**config.mk**
```make
export PLATFORM = sky130hd
export DESIGN_NAME = calc_sequenciador
export DESIGN_NICKNAME = d
export VERILOG_FILES = /design/src/rtl/calc_pkg.sv /design/src/rtl/calc_mem.sv /design/src/rtl/calc_sequenciador.sv
export SDC_FILE = /design/constraint.sdc
export NUM_CORES = 1
export LEC_CHECK = 0
export ABC_AREA = 1
export BUFFER_PORTS_ARGS = -buffer_cell sky130_fd_sc_hd__buf_4
export CAP_MARGIN = 20
export CORE_UTILIZATION = 56
export CTS_BUF_LIST = sky130_fd_sc_hd__clkbuf_4 sky130_fd_sc_hd__clkbuf_8 sky130_fd_sc_hd__clkbuf_16
export CTS_CLUSTER_DIAMETER = 200
export DETAILED_ROUTE_END_ITERATION = 12
export GPL_TIMING_DRIVEN = 0
export PLACE_DENSITY_LB_ADDON = 0.3
export SYNTH_ARGS = -nofsm -noshare
export SYNTH_HDL_FRONTEND = slang
export SYNTH_SLANG_ARGS = --single-unit
```
**constraint.sdc**
```tcl
create_clock -name clk -period 2.6 [get_ports clk]
set_input_delay 0.52 -clock clk [delete_from_list [all_inputs] [get_ports clk]]
set_output_delay 0.52 -clock clk [all_outputs]
set_load 0.03 [all_outputs]
```
**src/rtl/calc_pkg.sv**
```systemverilog
// calc_pkg: shared definitions for the calculator sequencer.
//   - program word layout: [11] calculator reset, [10:8] codigo, [7:0] entrada
//   - drive values presented to the calculator while nothing is playing
//   - sequencer state encoding
package calc_pkg;

  localparam int WORD_W  = 12;
  localparam int RST_BIT = 11;
  localparam int COD_MSB = 10;
  localparam int COD_LSB = 8;
  localparam int ENT_MSB = 7;
  localparam int ENT_LSB = 0;
  localparam int COD_W   = COD_MSB - COD_LSB + 1;
  localparam int ENT_W   = ENT_MSB - ENT_LSB + 1;
  localparam int RES_W   = 8;

  // Idle drive: calculator held in reset with a neutral opcode/operand.
  localparam logic             IDLE_RESET   = 1'b1;
  localparam logic [COD_W-1:0] IDLE_CODIGO  = '0;
  localparam logic [ENT_W-1:0] IDLE_ENTRADA = '0;

  typedef enum logic [1:0] {
    IDLE  = 2'd0,
    RUN   = 2'd1,
    DRAIN = 2'd2
  } state_t;

endpackage

```
**src/rtl/calc_mem.sv**
```systemverilog
// calc_mem: small storage array with one synchronous write port and one
// asynchronous (combinational) read port. Contents are not reset.
// Ports:
//   clk    - clock
//   we     - write enable
//   waddr  - write address
//   wdata  - write data
//   raddr  - read address
//   rdata  - read data, combinational from raddr
module calc_mem #(
  parameter int WIDTH = 8,
  parameter int DEPTH = 16,
  parameter int AW    = 4
) (
  input  logic             clk,
  input  logic             we,
  input  logic [AW-1:0]    waddr,
  input  logic [WIDTH-1:0] wdata,
  input  logic [AW-1:0]    raddr,
  output logic [WIDTH-1:0] rdata
);

  logic [WIDTH-1:0] mem [DEPTH];

  always_ff @(posedge clk) begin
    if (we) begin
      mem[waddr] <= wdata;
    end
  end

  assign rdata = mem[raddr];

endmodule

```
**src/rtl/calc_sequenciador.sv**
```systemverilog
// calc_sequenciador: plays a stored program of calculator words onto the
// calculator drive pins and records the calculator's registered result for
// each word.
// Ports:
//   clk, reset (async, active-low)
//   prog_we/prog_addr/prog_data - program load port (accepted only when idle)
//   start/len                   - play request, len words (clamped to DEPTH)
//   calc_reset/calc_codigo/calc_entrada - registered calculator drive
//   calc_saida                  - calculator result (registered by calculator)
//   res_addr/res_data           - combinational result readback
//   busy/done                   - playback active / one-cycle completion pulse
module calc_sequenciador
  import calc_pkg::*;
#(
  parameter int DEPTH = 16,
  parameter int AW    = $clog2(DEPTH)
) (
  input  logic              clk,
  input  logic              reset,
  input  logic              prog_we,
  input  logic [AW-1:0]     prog_addr,
  input  logic [WORD_W-1:0] prog_data,
  input  logic              start,
  input  logic [AW:0]       len,
  output logic              calc_reset,
  output logic [COD_W-1:0]  calc_codigo,
  output logic [ENT_W-1:0]  calc_entrada,
  input  logic [RES_W-1:0]  calc_saida,
  input  logic [AW-1:0]     res_addr,
  output logic [RES_W-1:0]  res_data,
  output logic              busy,
  output logic              done
);

  localparam logic [AW:0] DEPTH_W = (AW+1)'(DEPTH);

  state_t            state_reg, state_next;
  // drv_cnt: index of the next word to drive; 0 whenever idle so the
  // program read port already presents word 0 when start arrives.
  logic [AW:0]       drv_cnt_reg, drv_cnt_next;
  logic [AW-1:0]     cap_idx_reg, cap_idx_next;
  logic [AW:0]       len_reg, len_next;
  logic              busy_reg, busy_next;
  logic              done_reg, done_next;
  logic              calc_reset_reg, calc_reset_next;
  logic [COD_W-1:0]  calc_codigo_reg, calc_codigo_next;
  logic [ENT_W-1:0]  calc_entrada_reg, calc_entrada_next;

  logic              prog_wr;
  logic              res_wr;
  logic [WORD_W-1:0] prog_rdata;
  logic [AW:0]       len_clamped;

  assign len_clamped = (len > DEPTH_W) ? DEPTH_W : len;

  calc_mem #(.WIDTH(WORD_W), .DEPTH(DEPTH), .AW(AW)) u_prog_mem (
    .clk   (clk),
    .we    (prog_wr),
    .waddr (prog_addr),
    .wdata (prog_data),
    .raddr (drv_cnt_reg[AW-1:0]),
    .rdata (prog_rdata)
  );

  calc_mem #(.WIDTH(RES_W), .DEPTH(DEPTH), .AW(AW)) u_res_mem (
    .clk   (clk),
    .we    (res_wr),
    .waddr (cap_idx_reg),
    .wdata (calc_saida),
    .raddr (res_addr),
    .rdata (res_data)
  );

  always_ff @(posedge clk or negedge reset) begin
    if (!reset) begin
      state_reg        <= IDLE;
      drv_cnt_reg      <= '0;
      cap_idx_reg      <= '0;
      len_reg          <= '0;
      busy_reg         <= 1'b0;
      done_reg         <= 1'b0;
      calc_reset_reg   <= IDLE_RESET;
      calc_codigo_reg  <= IDLE_CODIGO;
      calc_entrada_reg <= IDLE_ENTRADA;
    end else begin
      state_reg        <= state_next;
      drv_cnt_reg      <= drv_cnt_next;
      cap_idx_reg      <= cap_idx_next;
      len_reg          <= len_next;
      busy_reg         <= busy_next;
      done_reg         <= done_next;
      calc_reset_reg   <= calc_reset_next;
      calc_codigo_reg  <= calc_codigo_next;
      calc_entrada_reg <= calc_entrada_next;
    end
  end

  always_comb begin
    state_next        = state_reg;
    drv_cnt_next      = drv_cnt_reg;
    cap_idx_next      = cap_idx_reg;
    len_next          = len_reg;
    busy_next         = busy_reg;
    done_next         = 1'b0;
    calc_reset_next   = calc_reset_reg;
    calc_codigo_next  = calc_codigo_reg;
    calc_entrada_next = calc_entrada_reg;
    prog_wr           = 1'b0;
    res_wr            = 1'b0;

    case (state_reg)
      IDLE: begin
        prog_wr = prog_we;
        if (start) begin
          if (len_clamped == '0) begin
            done_next = 1'b1;
          end else begin
            calc_reset_next   = prog_rdata[RST_BIT];
            calc_codigo_next  = prog_rdata[COD_MSB:COD_LSB];
            calc_entrada_next = prog_rdata[ENT_MSB:ENT_LSB];
            drv_cnt_next      = (AW+1)'(1);
            cap_idx_next      = '0;
            len_next          = len_clamped;
            busy_next         = 1'b1;
            state_next        = RUN;
          end
        end
      end

      RUN: begin
        // The calculator registers its result one edge after a word is
        // driven, so the result of word k is stable only in the cycle after
        // edge k+1: captures start once two words have been launched.
        if (drv_cnt_reg >= (AW+1)'(2)) begin
          res_wr       = 1'b1;
          cap_idx_next = cap_idx_reg + AW'(1);
        end
        if (drv_cnt_reg < len_reg) begin
          calc_reset_next   = prog_rdata[RST_BIT];
          calc_codigo_next  = prog_rdata[COD_MSB:COD_LSB];
          calc_entrada_next = prog_rdata[ENT_MSB:ENT_LSB];
          drv_cnt_next      = drv_cnt_reg + (AW+1)'(1);
        end else begin
          calc_reset_next   = IDLE_RESET;
          calc_codigo_next  = IDLE_CODIGO;
          calc_entrada_next = IDLE_ENTRADA;
          state_next        = DRAIN;
        end
      end

      DRAIN: begin
        // Final capture for the last word, then back to idle.
        res_wr       = 1'b1;
        drv_cnt_next = '0;
        cap_idx_next = '0;
        busy_next    = 1'b0;
        done_next    = 1'b1;
        state_next   = IDLE;
      end

      default: begin
        state_next = IDLE;
      end
    endcase
  end

  assign calc_reset   = calc_reset_reg;
  assign calc_codigo  = calc_codigo_reg;
  assign calc_entrada = calc_entrada_reg;
  assign busy         = busy_reg;
  assign done         = done_reg;

endmodule

```
# --- Word level (Yosys, flattened, before mapping) ---
# Memory sizes are Yosys's and may differ from the RTL's.
# Index checks and enable logic that the tools add are counted.
classes:
  add_sub_neg: 2
  n_mul: 0
  div: 0
  order_cmp: 3
  n_eq_ne: 7
  n_shift: 0
  n_mux: 38
  bitwise: 1
  n_reduce_logical: 11
op_table:
  columns: ["op", "count"]
  rows:
  - ["$mux W8", 3]
  - ["$mux W5", 4]
  - ["$pmux W8 S2", 1]
  - ["$pmux W5 S3", 1]
  - ["$mux W1", 13]
  - ["$mux W4", 3]
  - ["$pmux W4 S3", 1]
  - ["$reduce_and A3 Y1", 4]
  - ["$ne A2 B2 Y1 const B", 5]
  - ["$mux W3", 3]
  - ["$pmux W1 S2", 4]
  - ["$reduce_and A4 Y1", 2]
  - ["$mux W2", 3]
  - ["$pmux W3 S2", 1]
  - ["$add A5 B1 Y5 const B", 1]
  - ["$ge A5 B2 Y1 const B", 1]
  - ["$gt A5 B5 Y1 const B", 1]
  - ["$logic_not A5 Y1", 1]
  - ["$lt A5 B5 Y1", 1]
  - ["$add A4 B1 Y4 const B", 1]
  - ["$pmux W2 S2", 1]
  - ["$reduce_bool A2 Y1", 2]
  - ["$reduce_bool A3 Y1", 1]
  - ["$eq A2 B1 Y1 const B", 1]
  - ["other kinds (3)", 3]
totals:
  register_bits: 30
  latch_bits: 0
  ram_bits: 320
  mem_bits_ro: 0
  inputBits: 37
  out_inout_bits: 22
  wordCells: 73
  mem_count: 2
memory_table:
  columns: ["memory", "words", "width", "read_ports", "rd_ports_with_merged_regs", "write_ports", "line_no", "rtl"]
  rows:
  - ["u_prog_mem.mem", 16, 12, 1, 0, 1, "calc_mem.sv:23", "logic [WIDTH-1:0] mem [DEPTH];"]
  - ["u_res_mem.mem", 16, 8, 1, 0, 1, "calc_mem.sv:23", null]

# --- Depth between registers and ports, before layout ---
depth:
  depth_word: 6
  ltp_mapped: 13
  depth_no_buf: 11

# --- Hierarchy ---
# From an unflattened synthesis, not the netlist that was laid out.
hier_totals:
  hier_cells: 1548
  area_unflattened_um2: 15582.4
modules_own_cells:
  columns: ["mod", "n_inst", "cells_per_inst", "area_per_inst_um2", "seq_area_each_um2"]
  rows:
  - ["calc_mem at u_prog_mem", 1, 801, 8321.7, 5765.5]
  - ["calc_mem at u_res_mem", 1, 543, 5606.6, 3843.7]
  - ["calc_sequenciador", 1, 204, 1654.1, 752.0]

# --- Worst setup path before layout ---
# Ideal clock, no wire load.
synth_timing:
  path_kind: "reg2reg"
  start: "reg drv_cnt_reg[0]"
  end: "mem u_res_mem.mem[24][0] (netlist: u_res_mem.mem[12][0]), enable pin"
  setup_time_ns: 0.383
  arrival_time_ns: 2.043
  required_ns: 2.217
  path_slack_ns: 0.174
  stages_incl_launch_ff: 11
  path_buffers: 4
  synth_period_minus_slack_ns: 2.426
  cell_sequence: "dfrtp_1 buf_6 inv_4 buf_6 buf_4 ha_1 nor2_1 nand3_1 o211ai_2 buf_4 nor3_1"
synth_between:
  elab_chain_cells: 5
synth_rtl:
  columns: ["item", "line_no", "rtl"]
  rows:
  - ["from (decl)", "calc_sequenciador.sv:40", "logic [AW:0] drv_cnt_reg, drv_cnt_next;"]
  - ["from (signal assigned)", "calc_sequenciador.sv:87", "drv_cnt_reg <= drv_cnt_next;"]
  - ["$ge A5 B2 Y1", "calc_sequenciador.sv:134", "if (drv_cnt_reg >= (AW+1)'(2)) begin"]
  - ["$mux W1", "calc_sequenciador.sv:134", null]
  - ["$pmux W1 S2", "calc_sequenciador.sv:111", "case (state_reg)"]
  - ["$mux W1", "calc_mem.sv:26", "if (we) begin"]
  - ["$mux W1 (not written as such)", "calc_mem.sv:27", "mem[waddr] <= wdata;"]
  - ["to (decl)", "calc_mem.sv:23", null]
# Every way passes these cells.

# --- Final worst setup path ---
layout_timing:
  start: "in res_addr[2]"
  end: "out res_data[5]"
layout_between:
  elab_chain_cells: 1
layout_rtl:
  columns: ["item", "line_no", "rtl"]
  rows:
  - ["from (decl)", "calc_sequenciador.sv:29", "input logic [AW-1:0] res_addr,"]
  - ["$mem_v2 Z16 W8", null, null]
  - ["to (decl)", "calc_sequenciador.sv:30", "output logic [RES_W-1:0] res_data,"]
# Every way passes these cells.

==> run_results.csv <==
group,metric,value,unit
place,io_buffers,54,
critical_path,path_max_fanout,10,
logic_synthesis,synth_area,0.0148,sq mm
logic_synthesis,ys_seq_area_share,70.2,%
sta,timing.fmax,387,MHz
grt,overflow,0,
hold_path,hold_class,"input port to flop",
route,drt_iter0_drc,1225,
logic_synthesis,synth-seq-cells,350,
clock_tree,clock_path_buffers,3,
floorplanning,die_height,164,um
sta,drv_slew,0,
cells_and_area,fillers,1924,
pwr,ir_worst_vdd,0.690,mV
clock_tree,cts_tree,"done",
sta,holdWs,0.217,ns
critical_path,critPathKind,"input port to output port",
critical_path,r2r_cells,11,
clock_tree,clock_sinks,350,
critical_path,end_kind,"output port",
route,vias,10300,
cells_and_area,multi_input_area,0.00375,sq mm
cells_and_area,area_delta_synth_final,16.7,%
clock_tree,root_buffer,"clkbuf_16",
critical_path,critPathLaunch,"res_addr[2]",
grt,antenna_found_initial,0,
cells_and_area,seq_area,0.0104,sq mm
run,maxCapViolCount,0,
clock_tree,ctsHtreeMaxLevel,2,
critical_path,r2r_slack,0.05,ns
route,drc,0,
clock_tree,path_clk_slew,0.06,ns
cells_and_area,finalNetCount,1500,
critical_path,crit-reg2reg-launch,"drv_cnt_reg[0]$_DFFE_PN0P_",
sta,worst_pin_slew,0.717,ns
critical_path,timing.rr.end,"u_res_mem.mem[7][5]$_DFFE_PP_",
logic_synthesis,synth_top_cell_area_share,65.1,%
status,status,"finished clean",
grt,grt_pass1_vias,9986,
sta,finClkSkew,0.0217,ns
logic_synthesis,syn-num-nets,1380,
grt,grt.total_usage,27.5,%
sta,min_period_over_period,99.5,%
pwr,power_leakage,6.82,nW
logic_synthesis,yosys.area.top_type,"edfxtp_1",
cells_and_area,antenna_cells,0,
logic_synthesis,synth.area.top_cells,"edfxtp_1 65%, nand2_1 9.3%, dfrtp_1 4.9%",
floorplanning,ios,59,
grt,grt_pass1_wl,54500,um
route,wl_per_cell,20.2,um
route,firstDrtPassIters,6,
floorplanning,start_util,56.8,%
critical_path,startpoint_type,"input port",
place,gp_congestion,0.891,
grt,grt_start_max_net_pins,31,
cells_and_area,drive_gt1_share,14.6,%
logic_synthesis,avgSynthCellArea,11.1,sq um
place,hpwl,23900,um
logic_synthesis,syn_inst,1329,
route,via_per_inst,5.68,
sta,hold_viol,0,
clock_tree,cts_made_buffers,36,
cells_and_area,utilization,66.3,%
critical_path,required,2.08,ns
critical_path,arrival,2.07,ns
sta,tns,0,ns
route,wl,36500,um
critical_path,cp-endpoint,"res_data[5]",
floorplanning,row_count,59,
sta,relSlewSlack,52.2,%
pwr,powerDensity,912,mW/mm^2
sta,layout_min_cycle_time,2.59,ns
cells_and_area,largest_reg_flops,192,
floorplanning,die_w,164,um
route,ant_nets,0,
floorplanning,core,0.0260,sq mm
logic_synthesis,synth_warnings,0,
clock_tree,clk_latency,0.52,ns
sta,finalSetupViolCount,0,
logic_synthesis,ys_types,26,
floorplanning,die_area,0.0270,sq mm
## placed cells by master, fill, tap and decap left out, types with 9 or more instances in the layout
| master | netlist | final |
|---|---|---|
| nand2_1 | 365 | 365 |
| edfxtp_1 | 320 | 320 |
| inv_1 | 116 | 116 |
| nor2_1 | 116 | 107 |
| nand3_1 | 97 | 96 |
| o21ai_0 | 94 | 94 |
| buf_4 | 4 | 72 |
| clkbuf_16 | 0 | 38 |
| a21oi_1 | 36 | 36 |
| buf_2 | 31 | 33 |
| o211ai_1 | 32 | 32 |
| dfrtp_1 | 29 | 29 |
| clkbuf_1 | 21 | 17 |
| clkbuf_4 | 0 | 15 |
| ha_1 | 14 | 14 |
| o21ai_1 | 13 | 13 |
| buf_6 | 6 | 12 |
| nor3_2 | 0 | 10 |
| nor2_2 | 0 | 9 |
## cell type report
| class | count | share of cell area (%) |
|---|---|---|
| Buffer | 67 | 2.17 |
| Tap cell | 335 | 2.43 |
| Multi-Input combinational cell | 794 | 21.8 |
| Inverter | 118 | 2.59 |
| Clock inverter | 13 | 0.821 |
| Timing Repair Buffer | 82 | 3.90 |
| Clock buffer | 53 | 6.15 |
| Sequential cell | 350 | 60.2 |
## logic make-up (layout without fill, tap and decap cells)
logic type | Yosys count | count (layout) | synth area share, %
compound gates | 178 | 178 | 6.66
simple gates | 597 | 597 | 16.2
flops | 350 | 350 | 70.2
fa+ha+maj | 14 | 14 | 1.19
xor+xnor | 5 | 5 | 0.297
buf+inv | 185 | 333 | 5.39
## metrics by stage
stage	cells	power, mW	setup slack, ns	instance area [sq um]
after floorplan	1329	9.07	0.174	14800
after global placement	1718	10.3	-0.583	15600
after detailed placement	1737	10.4	-0.561	15700
after CTS	1804	15.6	-0.200	17000
after global routing	1812	16.4	-0.0245	17200
final	1812	15.7	0.0142	17200
## per-layer routing
| layer | GRT usage [%] | part of all wire (%) | vias up | wire (um) |
|---|---|---|---|---|
| met2 | 46.5 | 50 | 556 | 18300 |
| met5 | 0 | 0 | - | 0 |
| met3 | 4.29 | 8.4 | 126 | 3090 |
| li1 | - | - | 4768 | - |
| met4 | 15.0 | 4.9 | 0 | 1800 |
| met1 | 33.9 | 37 | 4843 | 13400 |
## worst max-delay path, cell delays in order
cell     delay (ns)
buf_2          0.17
inv_1          0.22
buf_1          0.49
nand3_1        0.23
nand3_1        0.18
nand2_1        0.08
buf_4          0.17
## synth_stat cells
library cell and number:
o21ai_1 13, o211ai_1 32, dfrtp_1 29, edfxtp_1 320, o211ai_2 1, nand3_1 97, inv_1 116, dfstp_2 1
o22ai_1 1, o21a_1 1, o21ai_0 94, ha_1 14, a21oi_1 36, clkbuf_1 21, nor2_1 116, buf_4 4
inv_2 1, nor3_1 16, nand2_1 365, xor2_1 5, buf_1 5, buf_2 31, nand4_1 2, buf_6 6
nor2_4 1, inv_4 1
## timing repair
item,CTS,global route
setup endpoints to repair,121,170
buffers inserted,0,5
hold buffers,1,0
hold endpoints to repair,29,0
resized for setup,12,41
gates cloned,0,1
pin swaps,0,3
## report_power, final
group	switching (mW)	leakage, nW	total (mW)	internal [mW]
Sequential	0.134	3.26	6.56	6.43
Combinational	2.76	2.96	3.95	1.19
Clock	2.06	0.597	5.20	3.13
## worst min-delay path by stage
stage | startpoint | endpoint | slack [ns] | cells past startpoint
after floorplan | reset | busy$_DFFE_PN0P_ | 0.22 | 0
after global placement | reset | done$_DFF_PN0_ | 0.47 | 1
after detailed placement | calc_entrada[6]$_DFFE_PN0P_ | calc_entrada[6]$_DFFE_PN0P_ | 0.47 | 2
after CTS | len[0] | len_reg[0]$_DFFE_PN0P_ | 0.21 | 3
after global routing | len[0] | len_reg[0]$_DFFE_PN0P_ | 0.21 | 3
final | len[0] | len_reg[0]$_DFFE_PN0P_ | 0.22 | 3
Power figures use the tool's default switching activity.
